===== config.mk =====
export PLATFORM = sky130hd
export DESIGN_NAME = alu_mul_ctrl
export DESIGN_NICKNAME = d
export VERILOG_FILES = /design/src/rtl/alu_mul_pkg.sv /design/src/rtl/alu_mul_ctrl.sv
export SDC_FILE = /design/constraint.sdc
export NUM_CORES = 1
export LEC_CHECK = 0
export CORE_UTILIZATION = 43
export DETAILED_ROUTE_END_ITERATION = 8
export PLACE_DENSITY = 0.82
export SYNTH_ARGS = -nofsm -noshare
export SYNTH_HDL_FRONTEND = slang
export SYNTH_SLANG_ARGS = --single-unit

===== constraint.sdc =====
create_clock -name clk -period 1.8 [get_ports clk]
set_input_delay 0.36 -clock clk [delete_from_list [all_inputs] [get_ports clk]]
set_output_delay 0.36 -clock clk [all_outputs]
set_load 0.02 [all_outputs]

===== src/rtl/alu_mul_pkg.sv =====
// Shared constants and types for the shift-and-add multiplier controller.
package alu_mul_pkg;

  localparam int unsigned WIDTH = 16;
  localparam int unsigned CNT_W = 4;
  localparam int unsigned ALU_CTRL_W = 6;

  // ALU control word {zx, nx, zy, ny, f, no} selecting x+y
  localparam logic [ALU_CTRL_W-1:0] ALU_CODE_ADD = 6'b000010;

  // Final iteration index of the 16-step multiply
  localparam logic [CNT_W-1:0] CNT_LAST = 4'd15;

  typedef enum logic [1:0] {
    IDLE = 2'd0,
    RUN  = 2'd1,
    DONE = 2'd2
  } state_e;

endpackage : alu_mul_pkg


===== src/rtl/alu_mul_ctrl.sv =====
// Sequential 16x16 (low half) multiplier that borrows an external ALU for
// the accumulate step: one ALU add per cycle, shift-and-add on MC/MP.
// Optional macro ALU_MUL_EARLY_EXIT_EN ends the run as soon as no multiplier
// bits remain; the product is the same either way, only latency changes.
module alu_mul_ctrl #(
  parameter int unsigned WIDTH = 16
) (
  input  logic             clk,
  input  logic             rst_n,
  input  logic             start_valid,
  output logic             start_ready,
  input  logic [WIDTH-1:0] a,
  input  logic [WIDTH-1:0] b,
  output logic             res_valid,
  input  logic             res_ready,
  output logic [WIDTH-1:0] res_data,
  output logic             res_zr,
  output logic             res_ng,
  output logic             alu_zx,
  output logic             alu_nx,
  output logic             alu_zy,
  output logic             alu_ny,
  output logic             alu_f,
  output logic             alu_no,
  output logic [WIDTH-1:0] alu_x,
  output logic [WIDTH-1:0] alu_y,
  input  logic [WIDTH-1:0] alu_out
);

  import alu_mul_pkg::*;

  state_e           state;
  state_e           state_nxt;
  logic [WIDTH-1:0] mc;
  logic [WIDTH-1:0] mp;
  logic [WIDTH-1:0] acc;
  logic [CNT_W-1:0] cnt;
  logic             accept;
  logic             run_last;

  assign accept = (state == IDLE) && start_valid;

  // Last RUN cycle: counter terminal, or (optionally) no multiplier bits left
  always_comb begin
    run_last = (cnt == CNT_LAST);
`ifdef ALU_MUL_EARLY_EXIT_EN
    if (mp[WIDTH-1:1] == '0) begin
      run_last = 1'b1;
    end
`endif
  end

  // State register
  always_ff @(posedge clk or negedge rst_n) begin
    if (!rst_n) begin
      state <= IDLE;
    end else begin
      state <= state_nxt;
    end
  end

  // Next-state logic
  always_comb begin
    state_nxt = state;
    case (state)
      IDLE:    if (start_valid) state_nxt = RUN;
      RUN:     if (run_last)    state_nxt = DONE;
      DONE:    if (res_ready)   state_nxt = IDLE;
      default:                  state_nxt = IDLE;
    endcase
  end

  // Datapath: operand capture on accept, shift-and-add while running
  always_ff @(posedge clk or negedge rst_n) begin
    if (!rst_n) begin
      mc  <= '0;
      mp  <= '0;
      acc <= '0;
      cnt <= '0;
    end else if (accept) begin
      mc  <= a;
      mp  <= b;
      acc <= '0;
      cnt <= '0;
    end else if (state == RUN) begin
      if (mp[0]) begin
        acc <= alu_out;
      end
      mc  <= {mc[WIDTH-2:0], 1'b0};
      mp  <= {1'b0, mp[WIDTH-1:1]};
      cnt <= cnt + CNT_W'(1);
    end
  end

  // Outputs decoded from state; everything idles at zero outside its state
  always_comb begin
    start_ready = 1'b0;
    res_valid   = 1'b0;
    res_data    = '0;
    res_zr      = 1'b0;
    res_ng      = 1'b0;
    {alu_zx, alu_nx, alu_zy, alu_ny, alu_f, alu_no} = '0;
    alu_x       = '0;
    alu_y       = '0;
    case (state)
      IDLE: begin
        start_ready = 1'b1;
      end
      RUN: begin
        {alu_zx, alu_nx, alu_zy, alu_ny, alu_f, alu_no} = ALU_CODE_ADD;
        alu_x = acc;
        alu_y = mc;
      end
      DONE: begin
        res_valid = 1'b1;
        res_data  = acc;
        res_zr    = (acc == '0);
        res_ng    = acc[WIDTH-1];
      end
      default: begin
        start_ready = 1'b0;
      end
    endcase
  end

endmodule : alu_mul_ctrl


---- Word-level counts from Yosys, hierarchy flattened ----
Cells that the tools add are included.
word-level totals
  bits of input ports ..................... 52
  register bits after elaboration ......... 54
cells by class
  eq/ne operators ......................... 6
  multiplexer cells ....................... 21
  reductions and logical operators ........ 7
  add/subtract/negate cells ............... 1
operators by type and width
  operator                                                               number
  16-bit 2-to-1 mux                                                      10
  16-bit zero test                                                       1
  4-bit 2-to-1 mux                                                       2
  2-bit 2-to-1 mux                                                       3
  2-bit inequality test, second input constant                           3
  2-bit one-hot mux with 3 select lines                                  1
  1-bit 2-to-1 mux                                                       5
  4-bit by 1-bit adder with 4-bit output, second input constant          1
  4-bit equality test, second input constant                             1
  2-bit nonzero test                                                     2
  3-bit AND reduction                                                    1
  2-bit by 1-bit equality test with 1-bit output, second input constant  1
  2-bit equality test, second input constant                             1
  2-bit zero test                                                        1
  2-bit AND reduction                                                    1
  1-bit logical AND                                                      1

---- Depth between registers and ports, before layout ----
Gate-level depths: netlist of the first run.
  word-level depth ........................ 4
  depth in mapped cells ................... 6
  depth with buffers taken out ............ 4

---- Worst setup path after synthesis of the first run ----
OpenSTA, ideal clock, no wires.
  kind .................................... register to output
  from .................................... register state[0]
  to ...................................... output port res_zr
  data required time ...................... 1.440 ns
  cell stages (with the launch flop) ...... 5
  path slack .............................. 0.015 ns
  arrival time ............................ 1.425 ns
  path through ............................ dfrtp_1 buf_6 nor2b_1 inv_1 nor3_1
on the way
  cells in the longest elaborated chain, start to end .. 2
RTL lines
  element                 RTL line             text
  start, declared         alu_mul_ctrl.sv:32   state_e state;
  start signal, assigned  alu_mul_ctrl.sv:58   state <= state_nxt;
  2-bit equality test     alu_mul_ctrl.sv:105  case (state)
  1-bit 2-to-1 mux        alu_mul_ctrl.sv:105
  end, declared           alu_mul_ctrl.sv:17   output logic res_zr,
Every way passes these cells.

---- Final worst setup path of the first run ----
  from .................................... register acc[9]
  to ...................................... output port res_zr
on the way
  cells in the longest elaborated chain, start to end .. 2
RTL lines
  element                 RTL line             text
  start, declared         alu_mul_ctrl.sv:36   logic [WIDTH-1:0] acc;
  start signal, assigned  alu_mul_ctrl.sv:87   acc <= alu_out;
  16-bit zero test        alu_mul_ctrl.sv:117  res_zr = (acc == '0);
  1-bit 2-to-1 mux        alu_mul_ctrl.sv:105
Every way passes these cells.

==> metrics.yaml, run 1 <==
status: "finished with violations"
violations: "setup timing"
ff_latch_area_sq_mm: 0.00135
die_h_um: 80.9
timing.reg2reg.setup_slack_ns: 0.23
num_rows: 28
layout_setup_ws_ns: -0.0789
synth_top_family_by_area: "simple AND/OR/NAND/NOR gates"
cp-start-kind: "register"
die_w_um: 80.9
rsz0062_at_grt: "yes"
clock.fmax_ghz: 0.532
port-buffer-count: 104
clock_latency_ns: 0.30
final_common_cell: "dfrtp_1"
fin_hold_ws_ns: 0.0422
root_buffer: "clkbuf_8"
synthXorXnorAreaFrac_pct: 0
hold_viol: 0
netlist_instances: 272
ir_worst_vdd_v: 0.000739
die_area_sq_mm: 0.00655
cts_buffer_depth: 2
cp.arrival_ns: 1.52
drive_gt1_share_pct: 29.6
finalSetupViolCount: 3
tritoncts: "built"
cap_violations: 0
multiInputGateArea_sq_mm: 0.00123
drc: 0
antenna_cells: 0
synth_area_sq_mm: 0.00268
globalplace.congestion: 0.757
p_leak_nw: 1.95
antenna_found_initial: 0
synth.avg_cell_area_sq_um: 9.85
pin_count: 110
grt_max_degree: 55
cp_max_fo: 2
cts.sinks: 54
synth_warnings: 0
cts_buffers: 5
final_util_pct: 67.3
drtIter0Drc: 108
ctsHoldBuffers: 0
ant_nets: 0
period_share_pct: 104
synthSimpleGateAreaFrac_pct: 24.5
synth_cell_type_count: 31
cp.required_ns: 1.44
drtPass1Iterations: 4
synth_seq_cells: 54
synth.area.mux_share_pct: 0
dpl.hpwl_mm: 4.54
power_per_cell_area_mw_per_mm2: 1490
wirelength_mm: 6.67
reg2regPathDepth: 4
globalRouteTotalUtil_pct: 20.9
fillers: 494
synth_compound_area_share_pct: 17.7
synthAdderAreaFrac_pct: 0.467
wl_per_cell_um: 14.2
finalCriticalPeriod_ns: 1.88
r2r_start: "state[1]$_DFFE_PN0P_"
clkSlewWorstSetupHoldPaths_ns: 0.09
grt_pass1_vias: 2258
placed_cells: 458
crit_type: "register to output pin"
final_nets: 447
grt_pass1_wl_mm: 10.5
syn_to_final_growth_pct: 49.6
final_cell_mix: "dfrtp_1, nand2_1, clkdlybuf4s50_1, buf_2, buf_4"
initial_utilization_pct: 45.0
r2r-end: "acc[3]$_DFFE_PN0P_"
setup_tns_ns: -0.0800
hp-class: "primary input to asynchronous set/reset pin"
slew_violations: 0
p_total_w: 0.00598
cts_max_level: 2
globalRoute.totalOverflow: 0
fin_cells: 470
worst_setup_path_end_kind: "output pin"
ys_seq_area_share_pct: 50.4
finalClockSkew_ns: 0.00423
avgViaCountPerCell: 5.00
core_sq_mm: 0.00596
vias: 2350
==> cell usage after synthesis (all sizes together) <==
library cell  instances  share of area, %
a22o                 16               5.2
conb                  1              0.14
nor3b                 2              0.98
nor3                  1              0.19
dfrtp                54                50
nor2                  2              0.89
a21oi                16               3.0
o22ai                 1              0.23
nand3                 3              0.56
or3                   1              0.23
a22oi                15               4.2
nand2b                1              0.23
ha                    1              0.47
or4                   1              0.28
and2                 33               7.7
clkbuf                4              0.56
and3b                16               5.2
nand2                52               7.3
o21bai                2              0.70
inv                   2              0.28
o21ai                20               3.7
nor2b                 1              0.23
a21o                  2              0.56
nor4                  3              0.70
buf                  22               5.9
==> metal layers <==
metal	vias up	global-route usage, %	wire length (um)
li1	1169	-	-
met1	1110	27.4	3010
met2	69	36.0	3310
met3	2	3.82	310
met4	0	4.82	41
met5	-	0	0
==> cell type report <==
cell class / count / area share (%)
inverter: 2 / 0.375
multi-input combinational: 194 / 30.8
clock inverter: 1 / 0.125
tap: 75 / 2.34
clock buffer: 7 / 2.15
timing repair buffer: 137 / 30.5
sequential: 54 / 33.7
==> worst max path at each step <==
stage                         startpoint     end
floorplan           state[0]$_DFFE_PN0P_  res_zr
global placement      acc[4]$_DFFE_PN0P_  res_zr
detailed placement    acc[6]$_DFFE_PN0P_  res_zr
CTS                   acc[3]$_DFFE_PN0P_  res_zr
global route         acc[10]$_DFFE_PN0P_  res_zr
finish                acc[9]$_DFFE_PN0P_  res_zr
==> where the power goes <==
part	total [W]	switching [W]	leakage, nW	internal, W
Sequential	0.00202	0.000294	0.693	0.00172
Clock	0.000678	0.000367	0.0482	0.000311
Combinational	0.00329	0.00184	1.21	0.00145
==> flip-flops by register name, summed over array words and instances, names as in the netlist <==
| name | cells |
|---|---|
| cnt | 4 |
| state | 2 |
| mp | 16 |
| mc | 16 |
| acc | 16 |
==> critical path, cell delays in order (launching register included) <==
cell and delay [ns]:
dfrtp_1 0.39, nor4_1 0.32, nand3_1 0.16, nor3_2 0.19, buf_4 0.17
==> metrics by stage <==
step	setup slack, ns	cell area (sq um)
after floorplan	0.0146	2690
after global placement	-0.213	3890
after detailed placement	-0.238	3890
after CTS	-0.118	3990
after global routing	-0.175	4010
final	-0.0789	4010
==> timing repair <==
action / in CTS / in global routing
endpoints found under the setup margin: 66 / 49
gates cloned: 0 / 1
resized for setup: 180 / 81
pin swaps: 0 / 9
buffers inserted: 2 / 1
==> cell families (layout without fill, tap and decap cells) <==
family                   count (synthesis)  after routing
AND/OR/NAND/NOR                        116            116
AO/OA/AOI/OAI                           72             72
flip-flops                              54             54
buffers and inverters                   28            147
adder cells (fa/ha/maj)                  1              1
other                                    1              5
Note: power is estimated with default switching activity, not from simulation.
==> run 2, diff against run 1 <==
--- a/config.mk
+++ b/config.mk
@@ -8,6 +8,7 @@
 export CORE_UTILIZATION = 43
 export DETAILED_ROUTE_END_ITERATION = 8
 export PLACE_DENSITY = 0.82
+export SKIP_CTS_REPAIR_TIMING = 1
 export SYNTH_ARGS = -nofsm -noshare
 export SYNTH_HDL_FRONTEND = slang
 export SYNTH_SLANG_ARGS = --single-unit
==> run 2 against run 1 <==
  * The run still ends with setup timing left
  * Fmax shrank 2.3%
  * Global-route usage shrank 0.31 points
  * Design area shrank 1.1%
  * Wire length shrank 0.57%
  * Critical path depth shrank 1
  * Clock skew grew 0.0015 ns
  * Critical path type unchanged
==> metrics.yaml, run 2 (same netlist as run 1, synthesis figures left out) <==
dpl.hpwl_mm: 4.54  # unchanged
cp.required_ns: 1.44  # about the same
cp_slowest_cell: "or4_1"
violations: "setup timing"
final_util_pct: 66.5  # -0.76 points
worst_setup_path_end_kind: "output pin"
pre_cts_slack_ns: -0.238  # unchanged
drive_gt1_share_pct: 20.5  # -9.1 points
globalRoute.totalOverflow: 0  # unchanged
finalClockSkew_ns: 0.00577  # +0.00154 ns
wirelength_mm: 6.63  # -0.57%
layout_setup_ws_ns: -0.123  # -0.0440 ns
vias: 2381  # +1.3%
clock.fmax_ghz: 0.520  # -2.3%
syn_to_final_growth_pct: 47.9
power_per_cell_area_mw_per_mm2: 1560  # +4.2%
cp.arrival_ns: 1.56  # +0.04 ns
grt_max_degree: 55  # unchanged
antenna_found_initial: 0  # unchanged
hp-class: "primary input to asynchronous set/reset pin"
status: "finished with violations"
placed_cell_area_sq_mm: 0.00389  # unchanged
period_share_pct: 107  # +2.4 points
drtPass1Iterations: 4  # unchanged
cap_violations: 0  # unchanged
cp_slowest_stage_delay_ns: 0.51  # +0.12 ns
antenna_cells: 0  # unchanged
ir_worst_vdd_v: 0.000742  # +0.40%
cp_top_family: "simple AND/OR/NAND/NOR gates"
clock_latency_ns: 0.30  # about the same
final_nets: 447  # unchanged
die_h_um: 80.9  # unchanged
pin_count: 110  # unchanged
cts.sinks: 54  # unchanged
drtIter0Drc: 115  # +6.5%
cp_max_fo: 2  # unchanged
grt_pass1_wl_mm: 10.4  # -1.6%
port-buffer-count: 104  # unchanged
fillers: 497  # +0.61%
final_common_cell: "dfrtp_1"
crit_type: "register to output pin"
path_buf_inv: 1  # unchanged
final_cell_mix: "dfrtp_1, nand2_1, clkdlybuf4s50_1, and2_1, buf_4"
clkSlewWorstSetupHoldPaths_ns: 0.09  # about the same
top_regs: "acc (16), mc (16), mp (16)"
wl_per_cell_um: 14.1  # -0.57%
rsz0062_at_grt: "yes"
hold_viol: 0  # unchanged
avgViaCountPerCell: 5.07  # +1.3%
finalCriticalPeriod_ns: 1.92  # +0.0440 ns
tritoncts: "built"
cp-start-kind: "register"
ant_nets: 0  # unchanged
finalSetupViolCount: 1  # -2
grt_pass1_vias: 2230  # -1.2%
slew_violations: 0  # unchanged
fin_area_sq_mm: 0.00396  # -1.1%
die_w_um: 80.9  # unchanged
timing.reg2reg.setup_slack_ns: 0.23  # about the same
globalplace.congestion: 0.757  # unchanged
cts_buffers: 5  # unchanged
die_area_sq_mm: 0.00655  # unchanged
cp_cell_sequence: "or4_1 -> nor3_1 -> buf_2"
root_buffer: "clkbuf_8"
globalRouteTotalUtil_pct: 20.6  # -0.31 points
p_leak_nw: 2.20  # +12%
num_rows: 28  # unchanged
initial_utilization_pct: 45.0  # unchanged
cts_buffer_depth: 2  # unchanged
drc: 0  # unchanged
core_sq_mm: 0.00596  # unchanged
cts_max_level: 2  # unchanged
run 2: changes by cell type in the layout (fill, tap and decap cells not counted), moves of 15 or more:
cell / previous run / this run
and2_1: 18 / 33
and2_4: 15 / 0
buf_2: 27 / 3
buf_6: 18 / 1
clkbuf_2: 4 / 26
dlymetal6s2s_1: 0 / 23
run 2: worst paths after layout:
| kind | from | endpoint | cells after the start |
|---|---|---|---|
| worst min-delay path | rst_n | mp[13]$_DFFE_PN0P_ | 2 |
| worst max-delay path | acc[3]$_DFFE_PN0P_ | res_zr | 3 |
| worst max register to register | state[1]$_DFFE_PN0P_ | acc[14]$_DFFE_PN0P_ | 4 |
| max in group asynchronous | rst_n | acc[1]$_DFFE_PN0P_ | 2 |
| worst min register to register | mp[9]$_DFFE_PN0P_ | mp[9]$_DFFE_PN0P_ | 2 |
| min in group clk | mp[9]$_DFFE_PN0P_ | mp[9]$_DFFE_PN0P_ | 2 |
run 2: where the power goes:
group          leakage [nW]  switching, W  internal [W]
clock network        0.0482      0.000367      0.000311
registers             0.693      0.000292       0.00172
logic                  1.45       0.00184       0.00163
run 2: per-layer routing:
layer / GRT usage, % / share of wire [%] / vias to the layer above
met5: 0 / 0 / -
met4: 5.36 / 0.92 / 0
met3: 3.82 / 4.6 / 4
met2: 34.7 / 49 / 70
met1: 27.3 / 46 / 1135
li1: - / - / 1172
run 2: worst register-to-register path: stages (launching register included):
cell and delay (ns):
dfrtp_1 0.42, buf_4 0.20, and3b_2 0.52, nor2_8 0.12
a22o_1 0.21
run 2: cell type report:
type / count / area (sq um) / area share (%)
Clock inverter: 1 / 5.00 / 0.126
Sequential cell: 54 / 1350 / 34.1
Inverter: 2 / 15.0 / 0.379
Clock buffer: 7 / 86.3 / 2.18
Tap cell: 75 / 93.8 / 2.37
Timing Repair Buffer: 137 / 1220 / 30.9
Multi-Input combinational cell: 194 / 1180 / 29.9
run 2: stage by stage:
step / power [W] / setup TNS (ns) / hold slack [ns] / cells
2_1_floorplan: 0.00407 / 0 / 0.0644 / 276
3_3_place_gp: 0.00542 / -2.56 / 0.373 / 458
6_report: 0.00616 / -0.123 / 0.0395 / 470
5_1_grt: 0.00663 / -0.328 / 0.0566 / 470
4_1_cts: 0.00621 / -20.70 / 0.0516 / 466
3_5_place_dp: 0.00552 / -3.41 / 0.377 / 458
==> run 3, diff against run 2 <==
--- a/config.mk
+++ b/config.mk
@@ -5,7 +5,8 @@
 export SDC_FILE = /design/constraint.sdc
 export NUM_CORES = 1
 export LEC_CHECK = 0
-export CORE_UTILIZATION = 43
+export ABC_AREA = 1
+export CORE_UTILIZATION = 44
 export DETAILED_ROUTE_END_ITERATION = 8
 export PLACE_DENSITY = 0.82
 export SKIP_CTS_REPAIR_TIMING = 1
==> constraint.sdc (replaced) <==
create_clock -name clk -period 2 [get_ports clk]
set_input_delay 0.4 -clock clk [delete_from_list [all_inputs] [get_ports clk]]
set_output_delay 0.4 -clock clk [all_outputs]
set_load 0.02 [all_outputs]
==> run 3 against run 2 <==
  * The run now ends clean
  * Area after synthesis increased by 8.3%
  * Design area grew 6.6%
  * Register-to-register slack gained 0.24 ns
  * Total power fell by 12%
  * Global-route usage is 0.25 points lower
  * Critical path type unchanged
  * Largest power group unchanged
==> metrics.yaml, run 3 <==
status: "finished clean"
grt_max_degree: 45  # -18%
cp.arrival_ns: 1.45  # -0.11 ns
clkSlewWorstSetupHoldPaths_ns: 0.08  # about the same
final_common_cell: "nand2_1"
cts_max_level: 2  # unchanged
layout_setup_ws_ns: 0.153  # +0.276 ns
rsz0062_at_grt: "no"
period_share_pct: 92.3
root_buffer: "clkbuf_8"
clock.fmax_ghz: 0.542
final_nets: 557  # +25%
yosysMostFrequentCell: "nand2_1"
grt_pass1_wl_mm: 11.6  # +12%
globalplace.congestion: 0.855  # +13%
cp_max_fo: 9  # +7
cts_buffer_depth: 2  # unchanged
num_rows: 29  # +3.6%
ys_seq_area_share_pct: 46.6  # -3.9 points
yosys.area.top_type: "dfrtp_1"
vias: 2752  # +16%
cp.required_ns: 1.60  # +0.16 ns
synth.avg_cell_area_sq_um: 7.22  # -27%
synth_ff_type: "dfrtp_1"
synth_top_area_share_pct: 46.6  # -3.9 points
ant_nets: 0  # unchanged
synth_warnings: 0  # unchanged
antenna_found_initial: 0  # unchanged
grt_pass1_vias: 2534  # +14%
globalRouteTotalUtil_pct: 20.4  # -0.25 points
wirelength_mm: 6.90  # +4.2%
hp-class: "primary input to asynchronous set/reset pin"
slew_headroom_pct: 62.6
synth_edf_count: 0  # unchanged
fillers: 565  # +14%
avgViaCountPerCell: 4.74  # -6.3%
async_reset_ff_share_pct: 100  # unchanged
synthTopCellsByArea: "dfrtp_1, nand2_1, nor2_1"
final_cell_mix: "nand2_1, nor2_1, inv_1, dfrtp_1, dlymetal6s2s_1"
synth_common_cells: "nand2_1, nor2_1, inv_1"
worst_setup_path_end_kind: "output pin"
cts_buffers: 5  # unchanged
fin_hold_ws_ns: 0.0351  # -0.00439 ns
port-buffer-count: 104  # unchanged
synth_area_sq_mm: 0.00290  # +8.3%
core_sq_mm: 0.00635  # +6.6%
ff_latch_area_sq_mm: 0.00135  # about the same
netlist_instances: 402  # +48%
die_area_sq_mm: 0.00692  # +5.7%
fin_area_sq_mm: 0.00423  # +6.6%
drtIter0Drc: 94  # -18%
clock_latency_ns: 0.29  # about the same
dpl.hpwl_mm: 4.84  # +6.6%
timing.reg2reg.setup_slack_ns: 0.47  # +0.24 ns
globalRoute.totalOverflow: 0  # unchanged
drc: 0  # unchanged
p_leak_nw: 2.81  # +28%
power_per_cell_area_mw_per_mm2: 1280  # -18%
synth_seq_cells: 54  # unchanged
drtPass1Iterations: 4  # unchanged
cap_violations: 0  # unchanged
finalSetupViolCount: 0  # -1
finalClockSkew_ns: 0.00190  # -0.00387 ns
finalCriticalPeriod_ns: 1.85
reg2regPathDepth: 5  # +1
drive_gt1_share_pct: 7.55  # -13 points
initial_utilization_pct: 45.7  # +0.72 points
die_h_um: 83.2  # +2.8%
cp-start-kind: "register"
tritoncts: "built"
worstMarginPinSlew_ns: 0.558
top_regs: "acc (16), mc (16), mp (16)"
ir_worst_vdd_v: 0.000679  # -8.5%
cts.sinks: 54  # unchanged
die_w_um: 83.2  # +2.8%
placed_cell_area_sq_mm: 0.00401  # +3.0%
pre_cts_slack_ns: 0.0557  # +0.294 ns
antenna_cells: 0  # unchanged
slew_violations: 0  # unchanged
pin_count: 110  # unchanged
crit_type: "register to output pin"
syn_to_final_growth_pct: 45.6
multiInputGateArea_sq_mm: 0.00118  # -0.42%
hold_viol: 0  # unchanged
synth_cell_type_count: 18  # -42%
wl_per_cell_um: 11.9  # -16%
## run 3: cell types whose count changed after synthesis, sizes merged, moves of 17 or more
cell,before,now
nand2,52,145
and2,33,0
nor2,2,63
inv,2,59
o21ai,20,37
## run 3: logic make-up after synthesis
kind of cell    synth area share (%)
compound gates                  8.19
fa+ha+maj                      0.431
simple gates                    31.3
flops                           46.6
other cells                    0.129
buf+inv                         13.4
## run 3: per-layer routing
metal  global-route usage, %  vias to the layer above  wire [um]
li1                        -                     1385          -
met1                    26.9                     1257       3010
met2                    34.5                      103       3370
met3                    3.78                        7        437
met4                    5.33                        0         87
met5                       0                        -          0
## run 3: cell type report
class	instances	area share, %
clock buffer	6	1.95
inverter	59	5.24
multi-input combinational	270	27.9
sequential	54	32.0
tap	77	2.28
timing repair buffer	114	30.6
## run 3: final timing paths
kind                                      startpoint                 end
worst max-delay path            state[1]$_DFFE_PN0P_           alu_x[10]
worst min-delay path                           rst_n  acc[3]$_DFFE_PN0P_
worst max register to register  state[1]$_DFFE_PN0P_  acc[3]$_DFFE_PN0P_
worst min register to register     mc[9]$_DFFE_PN0P_   mc[9]$_DFFE_PN0P_
max in group asynchronous                      rst_n   mp[1]$_DFFE_PN0P_
min in group clk                   mc[9]$_DFFE_PN0P_   mc[9]$_DFFE_PN0P_
## run 3: report_power, final
part           leakage, nW  switching, W  total (W)  internal (W)
Combinational         2.09       0.00179    0.00301       0.00122
Clock               0.0431      0.000314   0.000582      0.000268
Sequential           0.684      0.000247    0.00181       0.00156
Total                 2.81       0.00235    0.00540       0.00305
## run 3: per-stage QoR
| step | utilization, % | power [W] | cells | TNS (ns) |
|---|---|---|---|---|
| after global placement | 63.1 | 0.00482 | 574 | 0 |
| final | 66.5 | 0.00540 | 580 | 0 |
| after CTS | 64.4 | 0.00551 | 580 | -9.25 |
| after detailed placement | 63.1 | 0.00491 | 574 | 0 |
| after global routing | 66.5 | 0.00586 | 580 | 0 |
| after floorplan | - | 0.00377 | 406 | 0 |
## run 3: worst max-delay path, cell delays in order (launching register included)
cell and delay (ns):
dfrtp_1 0.40, inv_2 0.11, nand2_4 0.06, buf_4 0.18
nor2_1 0.13, dlymetal6s2s_1 0.27
